==> src/rtl/timer_ctrl_pkg.sv <==
// Shared definitions for the timer_ctrl block: FSM state encoding, default
// sizing constants and a small helper used to size the prescaler counter.
// Optional prescaler is enabled by defining TIMER_CTRL_PRESCALE_EN.
package timer_ctrl_pkg;

    // Default counter/period width in bits.
    localparam int TIMER_WIDTH_DEFAULT = 4;

    // Default number of clock cycles per count step when the prescaler is built in.
    localparam int PRESCALE_DEFAULT = 4;

    // Controller states; the encoding is fixed so software/debug views stay stable.
    typedef enum logic [1:0] {
        IDLE = 2'd0,
        RUN  = 2'd1,
        DONE = 2'd2
    } state_t;

    // Bits needed to count 0..p-1, never less than one bit.
    function automatic int prescale_cnt_width(input int p);
        return (p > 1) ? $clog2(p) : 1;
    endfunction

endpackage

==> src/rtl/timer_ctrl_tick_prescaler.sv <==
// tick_prescaler: divides the clock down to a one-cycle advance strobe every
// PRESCALE cycles. Only built when TIMER_CTRL_PRESCALE_EN is defined; the
// plain build advances the timer every cycle and has no need for it.
`ifdef TIMER_CTRL_PRESCALE_EN
module tick_prescaler
    import timer_ctrl_pkg::*;
#(
    parameter int PRESCALE = PRESCALE_DEFAULT
) (
    input  logic clock,
    input  logic reset,
    input  logic clear,
    output logic strobe
);

    localparam int              CW   = prescale_cnt_width(PRESCALE);
    localparam logic [CW-1:0]   LAST = CW'(PRESCALE - 1);

    logic [CW-1:0] cnt_q;

    // The strobe is the last phase of the divide-by-PRESCALE cycle, so the
    // first strobe lands on the PRESCALE-th cycle after a clear.
    assign strobe = (cnt_q == LAST);

    // Phase counter: restarts on clear, wraps after the strobe phase.
    always_ff @(posedge clock) begin
        if (reset || clear) begin
            cnt_q <= '0;
        end else if (strobe) begin
            cnt_q <= '0;
        end else begin
            cnt_q <= cnt_q + CW'(1);
        end
    end

endmodule
`endif

==> src/rtl/timer_ctrl.sv <==
// timer_ctrl: programmable one-shot / periodic timer.
// A start in IDLE latches period and auto_reload and runs the count from 0 up
// to the latched period. At the terminal count a one-cycle tick is issued;
// periodic runs wrap to 0, one-shot runs pass through DONE (one-cycle done
// pulse) back to IDLE. stop aborts a run without a done pulse.
// Define TIMER_CTRL_PRESCALE_EN to advance the count only every PRESCALE
// cycles instead of every cycle.
module timer_ctrl
    import timer_ctrl_pkg::*;
#(
    parameter int WIDTH    = TIMER_WIDTH_DEFAULT,
    parameter int PRESCALE = PRESCALE_DEFAULT
) (
    input  logic             clock,
    input  logic             reset,
    input  logic             start,
    input  logic             stop,
    input  logic [WIDTH-1:0] period,
    input  logic             auto_reload,
    output logic             busy,
    output logic             tick,
    output logic             done,
    output logic [WIDTH-1:0] count_out
);

    state_t           state_q;
    logic [WIDTH-1:0] count_q;
    logic [WIDTH-1:0] period_q;
    logic             reload_q;
    logic             busy_q;
    logic             done_q;

    logic             advance;
    logic             at_terminal;
    logic             start_ok;

    // A start is only honoured in IDLE, and a simultaneous stop vetoes it.
    assign start_ok    = (state_q == IDLE) && start && !stop;

    // Count has reached the latched terminal value while running.
    assign at_terminal = (state_q == RUN) && (count_q == period_q);

    // An abort in the same cycle swallows the terminal tick.
    assign tick        = at_terminal && advance && !stop;

`ifdef TIMER_CTRL_PRESCALE_EN
    logic presc_clear;

    // Hold the prescaler at phase 0 outside RUN (which also covers the
    // accepted-start cycle), on abort, and on a periodic wrap so each
    // period starts on a fresh prescale boundary.
    assign presc_clear = (state_q != RUN) || stop || (tick && reload_q);

    tick_prescaler #(
        .PRESCALE (PRESCALE)
    ) u_prescaler (
        .clock  (clock),
        .reset  (reset),
        .clear  (presc_clear),
        .strobe (advance)
    );
`else
    // Without the prescaler every running cycle is a count step.
    assign advance = 1'b1;
`endif

    // Controller FSM with the counter, latched configuration and registered
    // busy/done outputs all updated together.
    always_ff @(posedge clock) begin
        if (reset) begin
            state_q  <= IDLE;
            count_q  <= '0;
            period_q <= '0;
            reload_q <= 1'b0;
            busy_q   <= 1'b0;
            done_q   <= 1'b0;
        end else begin
            done_q <= 1'b0;
            case (state_q)
                IDLE: begin
                    count_q <= '0;
                    if (start_ok) begin
                        period_q <= period;
                        reload_q <= auto_reload;
                        state_q  <= RUN;
                        busy_q   <= 1'b1;
                    end
                end
                RUN: begin
                    if (stop) begin
                        state_q <= IDLE;
                        count_q <= '0;
                        busy_q  <= 1'b0;
                    end else if (advance) begin
                        if (count_q == period_q) begin
                            if (reload_q) begin
                                count_q <= '0;
                            end else begin
                                // Count holds at the terminal value through DONE.
                                state_q <= DONE;
                                done_q  <= 1'b1;
                            end
                        end else begin
                            count_q <= count_q + WIDTH'(1);
                        end
                    end
                end
                DONE: begin
                    state_q <= IDLE;
                    count_q <= '0;
                    busy_q  <= 1'b0;
                end
                default: begin
                    state_q <= IDLE;
                    count_q <= '0;
                    busy_q  <= 1'b0;
                end
            endcase
        end
    end

    assign busy      = busy_q;
    assign done      = done_q;
    assign count_out = count_q;

endmodule
==> config.mk <==
export PLATFORM = sky130hd
export DESIGN_NAME = timer_ctrl
export DESIGN_NICKNAME = d
export VERILOG_FILES = /design/src/rtl/timer_ctrl_pkg.sv /design/src/rtl/timer_ctrl_tick_prescaler.sv /design/src/rtl/timer_ctrl.sv
export SDC_FILE = /design/constraint.sdc
export NUM_CORES = 1
export LEC_CHECK = 0
export CAP_MARGIN = 40
export CORE_AREA = 2 2 39 41
export CTS_CLUSTER_DIAMETER = 30
export DETAILED_ROUTE_END_ITERATION = 10
export DIE_AREA = 0 0 41 43
export DONT_BUFFER_PORTS = 1
export MAX_ROUTING_LAYER = met4
export SLEW_MARGIN = 0
export SYNTH_ARGS = -nofsm -noshare
export SYNTH_HDL_FRONTEND = slang
export SYNTH_SLANG_ARGS = --single-unit
==> constraint.sdc <==
create_clock -name clock -period 2.6 [get_ports clock]
set_input_delay 0.52 -clock clock [delete_from_list [all_inputs] [get_ports clock]]
set_output_delay 0.52 -clock clock [all_outputs]
set_load 0.01 [all_outputs]
# --- Word-level counts from Yosys, hierarchy flattened ---
# Index checks and enable logic that the tools add are counted.
op_classes:
  n_addsub: 1
  n_mul: 0
  div: 0
  magnitude_cmp: 0
  eq_ne: 7
  shift: 0
  muxes: 11
  bitwise: 2
  n_reduce_logical: 11
op_table:
  columns: ["operator", "count"]
  rows:
  - ["$mux 2", 4]
  - ["$mux 4", 2]
  - ["$ne 2x2->1 const B", 3]
  - ["$add 4x1->4 const B", 1]
  - ["$eq 4x4->1", 1]
  - ["$logic_and 1x1->1", 4]
  - ["$pmux 2 s2", 1]
  - ["$reduce_and 2->1", 2]
  - ["$reduce_or 4->1", 1]
  - ["$mux 1", 3]
  - ["$ne 3x2->1 const B", 1]
  - ["$ne 3x3->1 const B", 1]
  - ["$reduce_and 3->1", 1]
  - ["$reduce_or 3->1", 1]
  - ["$eq 2x1->1 const B", 1]
  - ["$logic_not 2->1", 1]
  - ["$not 1->1", 2]
  - ["$pmux 1 s2", 1]
  - ["$logic_not 1->1", 1]
totals:
  register_bits: 13
  latchBits: 0
  ramBits: 0
  romBits: 0
  input_bits: 9
  out_inout_bits: 7
  elab_cells: 38
  n_memories: 0

# --- Longest topological paths before layout ---
logic_depth:
  word_depth: 5
  ltp_mapped: 5
  ltp_nobuf: 4

# --- Worst setup path before layout ---
# No wires, ideal clock.
synth_path:
  kind: "reg2out"
  startpoint: "register count_q[1], in the netlist count_out[1]"
  endpoint: "output port tick"
  arrival_time_ps: 1253
  required_time_ps: 2080
  path_slack_ps: 827
  stages_incl_launch_ff: 4
  path_buffers: 0
  cell_sequence: "dfxtp_1 > xor2_1 > nor4_2 > and3_1"
synth_via:
  elab_chain_len: 3
synth_lines:
  columns: ["item", "line", "rtl"]
  rows:
  - ["start: declaration", "timer_ctrl.sv:27", "logic [WIDTH-1:0] count_q;"]
  - ["start signal: assignment", "timer_ctrl.sv:104", "count_q <= count_q + WIDTH'(1);"]
  - ["$eq 4x4->1", "timer_ctrl.sv:41", "assign at_terminal = (state_q == RUN) && (count_q == period_q);"]
  - ["$logic_and 1x1->1", "timer_ctrl.sv:41", null]
  - ["$logic_and 1x1->1", "timer_ctrl.sv:44", "assign tick = at_terminal && advance && !stop;"]
  - ["end: declaration", "timer_ctrl.sv:21", "output logic tick,"]
# Every way passes these cells.

# --- Worst setup path after layout ---
layout_path:
  startpoint: "register count_q[0], in the netlist count_out[0]"
  endpoint: "output port tick"
# The elaborated chain is that of the path after synthesis.

==> metrics <==
outcome finished, final reports clean; buffer depth of the longest clock path 2; Total Neg Setup Slack 0 ns; static leakage power 0.253 nW; total via count in the routed design about 430; worst min-delay path category input port to flop; headroom to the max-slew limit 56.1%; Final Max Tran Viols 0; number of vias per cell after detailed routing 5.47; cell with the biggest individual delay on the critical path sky130_fd_sc_hd__dfxtp_1; clock slew seen by the registers of the worst setup and hold paths 0.08 ns; root cell of the clock tree sky130_fd_sc_hd__clkbuf_4; count of hold buffers inserted by post-cts repair 0; Achievable Freq between 400 and 500 MHz; number of primary I/O pins 16; Psw 87.5 uW; core region area between 1000 and 1500 um^2; number of inserted diodes 0; CP Cell Sequence xor2_1 -> nor4_2 -> buf_4 -> and3_1; number of setup buffers added after CTS 0; Routed wire per std cell 13.0 um; Layout Area Growth over Synthesis 7.13%; Tcrit/Tclk final approximately four fifths; clock insertion delay at the later pin of the skew report around 0.27 ns; Worst Path Max Fanout 7; clock tree from TritonCTS done; number of nets in the finished design 74; post-route DRC violation count 0; Worst Hold Path EP period_q[0]$_SDFFE_PP0P_; number of buffer cells added on primary ports 0; violation count after the first detailed-route iteration 5; setup repair after global routing missed its margin false; final hold viol count 0; Filler Cell Count 138; Combinational Power Share 9.8%; final estimated routing congestion in global placement 0.723; Internal Pwr Total roughly 280 uW; sequential standard cell area 260 um^2; Reg2Reg Capture Point count_out[3]$_SDFFE_PP0P_; final clock skew about 0.0017 ns; CP peak stage delay 0.48 ns; synth unique cells 23; commonest cells after routing, fill and taps aside sky130_fd_sc_hd__dfxtp_1, sky130_fd_sc_hd__nor2_1, sky130_fd_sc_hd__mux2i_1; Initial Utilization 43.1%; startpoint of the most critical hold path reset; cell area power density 578 nW/um^2; multi-input combinational cell area approximately 330 um^2; Die X 41 um; most frequent standard cell in the layout excluding fill and tap cells sky130_fd_sc_hd__dfxtp_1; switching share of power 23.7%; Row Count 14; arrival time worst endpoint roughly 1.5 ns; cell count after synthesis between 50 and 60; global-route wire length before repair 1790 um; Slew @ Worst Pin 0.657 ns; detailed placer's ending HPWL between 700 and 800 um; Mean Syn Cell Area 10.1 um^2; cts repair resizes 0; number of global-route vias before repair about 420; Maximum Capacitance Violations 0; Crit Reg-Reg Startpoint state_q[1]$_SDFFE_PP0P_; pin count of the biggest net entering global routing 10; Critical Path Start Type flop; CTS HTree Levels 1; endpoints failing setup 0; Routed Wire Length 1030 um; Data required, critical path 2.08 ns; Routed Antenna Nets 0; flip-flop and latch count after synthesis 13; Clock Sinks 13; type of destination of the critical path output pin; Final Total Pwr 370 uW; fraction of final layout cells sized beyond drive strength 1 17.5%; WHS Path Cells 1; Mapped Area just under 600 um^2; post-synthesis sequential area ratio 43.6%; net count of the mapped netlist 69; sequential group share of total power 57.3%; r2r setup slk 1.00 ns; crit path kind flop to output pin; area of the die approximately 1800 um^2; peak supply drop between 0.0002 and 0.00025 V; number of antenna violations at the first check in global routing 0; worst reg-to-reg path cell count 4; synthesis warning total 0; total CTS buffers 3; Pre-Repair DR Iteration Count 3; global route overflow 0; Clk network pwr share approximately a third; Min Clock Period, post-route 2.03 ns; die height 43 um; global-route total usage across every layer 15.6%
==> per-layer routing <==
| layer | vias up | global-route usage, % | wire length, um |
|---|---|---|---|
| li1 | 224 | - | - |
| met1 | 198 | 20.0 | 483 |
| met2 | 8 | 20.0 | 498 |
| met3 | 2 | 5.76 | 36 |
| met4 | 0 | 10.0 | 12 |
| met5 | - | - | 0 |
==> logic make-up (layout without fill, tap and decap cells) <==
| group | count (synthesis) | count (layout) | share of synthesized area, % |
|---|---|---|---|
| AND/OR/NAND/NOR | 26 | 26 | 28.3 |
| AO/OA/AOI/OAI | 9 | 9 | 9.85 |
| flip-flops | 13 | 13 | 43.6 |
| XOR/XNOR | 4 | 4 | 5.87 |
| adder cells (fa/ha/maj) | 1 | 1 | 2.10 |
| multiplexers | 5 | 5 | 8.39 |
| buffers and inverters | 1 | 5 | 1.89 |
==> flip-flops by register name (all words and copies together) (netlist names) <==
signal     cells
done           1
reload_q       1
count_out      4
period_q       4
busy           1
state_q        2
==> synthesized netlist by cell type <==
cell type | number | area (um^2)
sky130_fd_sc_hd__dfxtp_1 | 13 | 260
sky130_fd_sc_hd__nor2_1 | 7 | 26.3
sky130_fd_sc_hd__mux2i_1 | 5 | 50.1
sky130_fd_sc_hd__a21oi_1 | 4 | 20.0
sky130_fd_sc_hd__xor2_1 | 4 | 35.0
sky130_fd_sc_hd__a31o_2 | 3 | 26.3
sky130_fd_sc_hd__nand3b_1 | 3 | 22.5
sky130_fd_sc_hd__and2_1 | 2 | 12.5
sky130_fd_sc_hd__nand2b_1 | 2 | 12.5
sky130_fd_sc_hd__nand3_1 | 2 | 10.0
sky130_fd_sc_hd__nor3_1 | 2 | 10.0
sky130_fd_sc_hd__a211oi_1 | 1 | 7.51
sky130_fd_sc_hd__and2b_1 | 1 | 7.51
sky130_fd_sc_hd__and3_1 | 1 | 6.26
sky130_fd_sc_hd__buf_6 | 1 | 11.3
sky130_fd_sc_hd__ha_1 | 1 | 12.5
sky130_fd_sc_hd__nand2_1 | 1 | 3.75
sky130_fd_sc_hd__nor3_2 | 1 | 10.0
sky130_fd_sc_hd__nor4_2 | 1 | 12.5
sky130_fd_sc_hd__nor4b_2 | 1 | 15.0
sky130_fd_sc_hd__o21ai_0 | 1 | 5.00
sky130_fd_sc_hd__or3_1 | 1 | 6.26
sky130_fd_sc_hd__or4b_4 | 1 | 13.8
==> area by class of cell <==
class	instances	share of cell area, %
sequential	13	40.7
multi-input combinational	45	50.9
timing repair buffer	1	1.17
tap	16	3.13
clock buffer	4	4.11
==> worst max-delay path by stage <==
stage,end,from
after floorplan,tick,count_out[1]$_SDFFE_PP0P_
after global placement,tick,count_out[1]$_SDFFE_PP0P_
after detailed placement,tick,count_out[0]$_SDFFE_PP0P_
after CTS,tick,count_out[0]$_SDFFE_PP0P_
after global routing,tick,count_out[0]$_SDFFE_PP0P_
final,tick,count_out[0]$_SDFFE_PP0P_
==> power groups by stage <==
stage | clock, mW | combinational [mW] | sequential [mW]
floorplan | 0 | 0.0306 | 0.215
global placement | 0 | 0.0357 | 0.216
detailed placement | 0 | 0.0366 | 0.217
CTS | 0.128 | 0.0368 | 0.212
global route | 0.135 | 0.0409 | 0.213
finish | 0.122 | 0.0364 | 0.212
==> worst max-delay path, delay by kind of cell, from the launching register on <==
family                    cells  cell delay, ns
DFF                           1            0.48
and+or+nand+nor               2            0.45
xor gates and xnor gates      1            0.12
buffers and inverters         1            0.18
==> stage by stage <==
| step | hold slack, ns | area (um^2) | instances | setup WS [ns] | util [%] |
|---|---|---|---|---|---|
| floorplan | 0.467 | 597 | 59 | 0.827 | - |
| global placement | 0.491 | 613 | 75 | 0.860 | 44.3 |
| detailed placement | 0.507 | 613 | 75 | 0.860 | 44.3 |
| CTS | 0.301 | 639 | 79 | 0.544 | 46.2 |
| global route | 0.294 | 639 | 79 | 0.431 | 46.2 |
| finish | 0.311 | 639 | 79 | 0.568 | 46.2 |
Note: power is estimated with default switching activity, not from simulation.
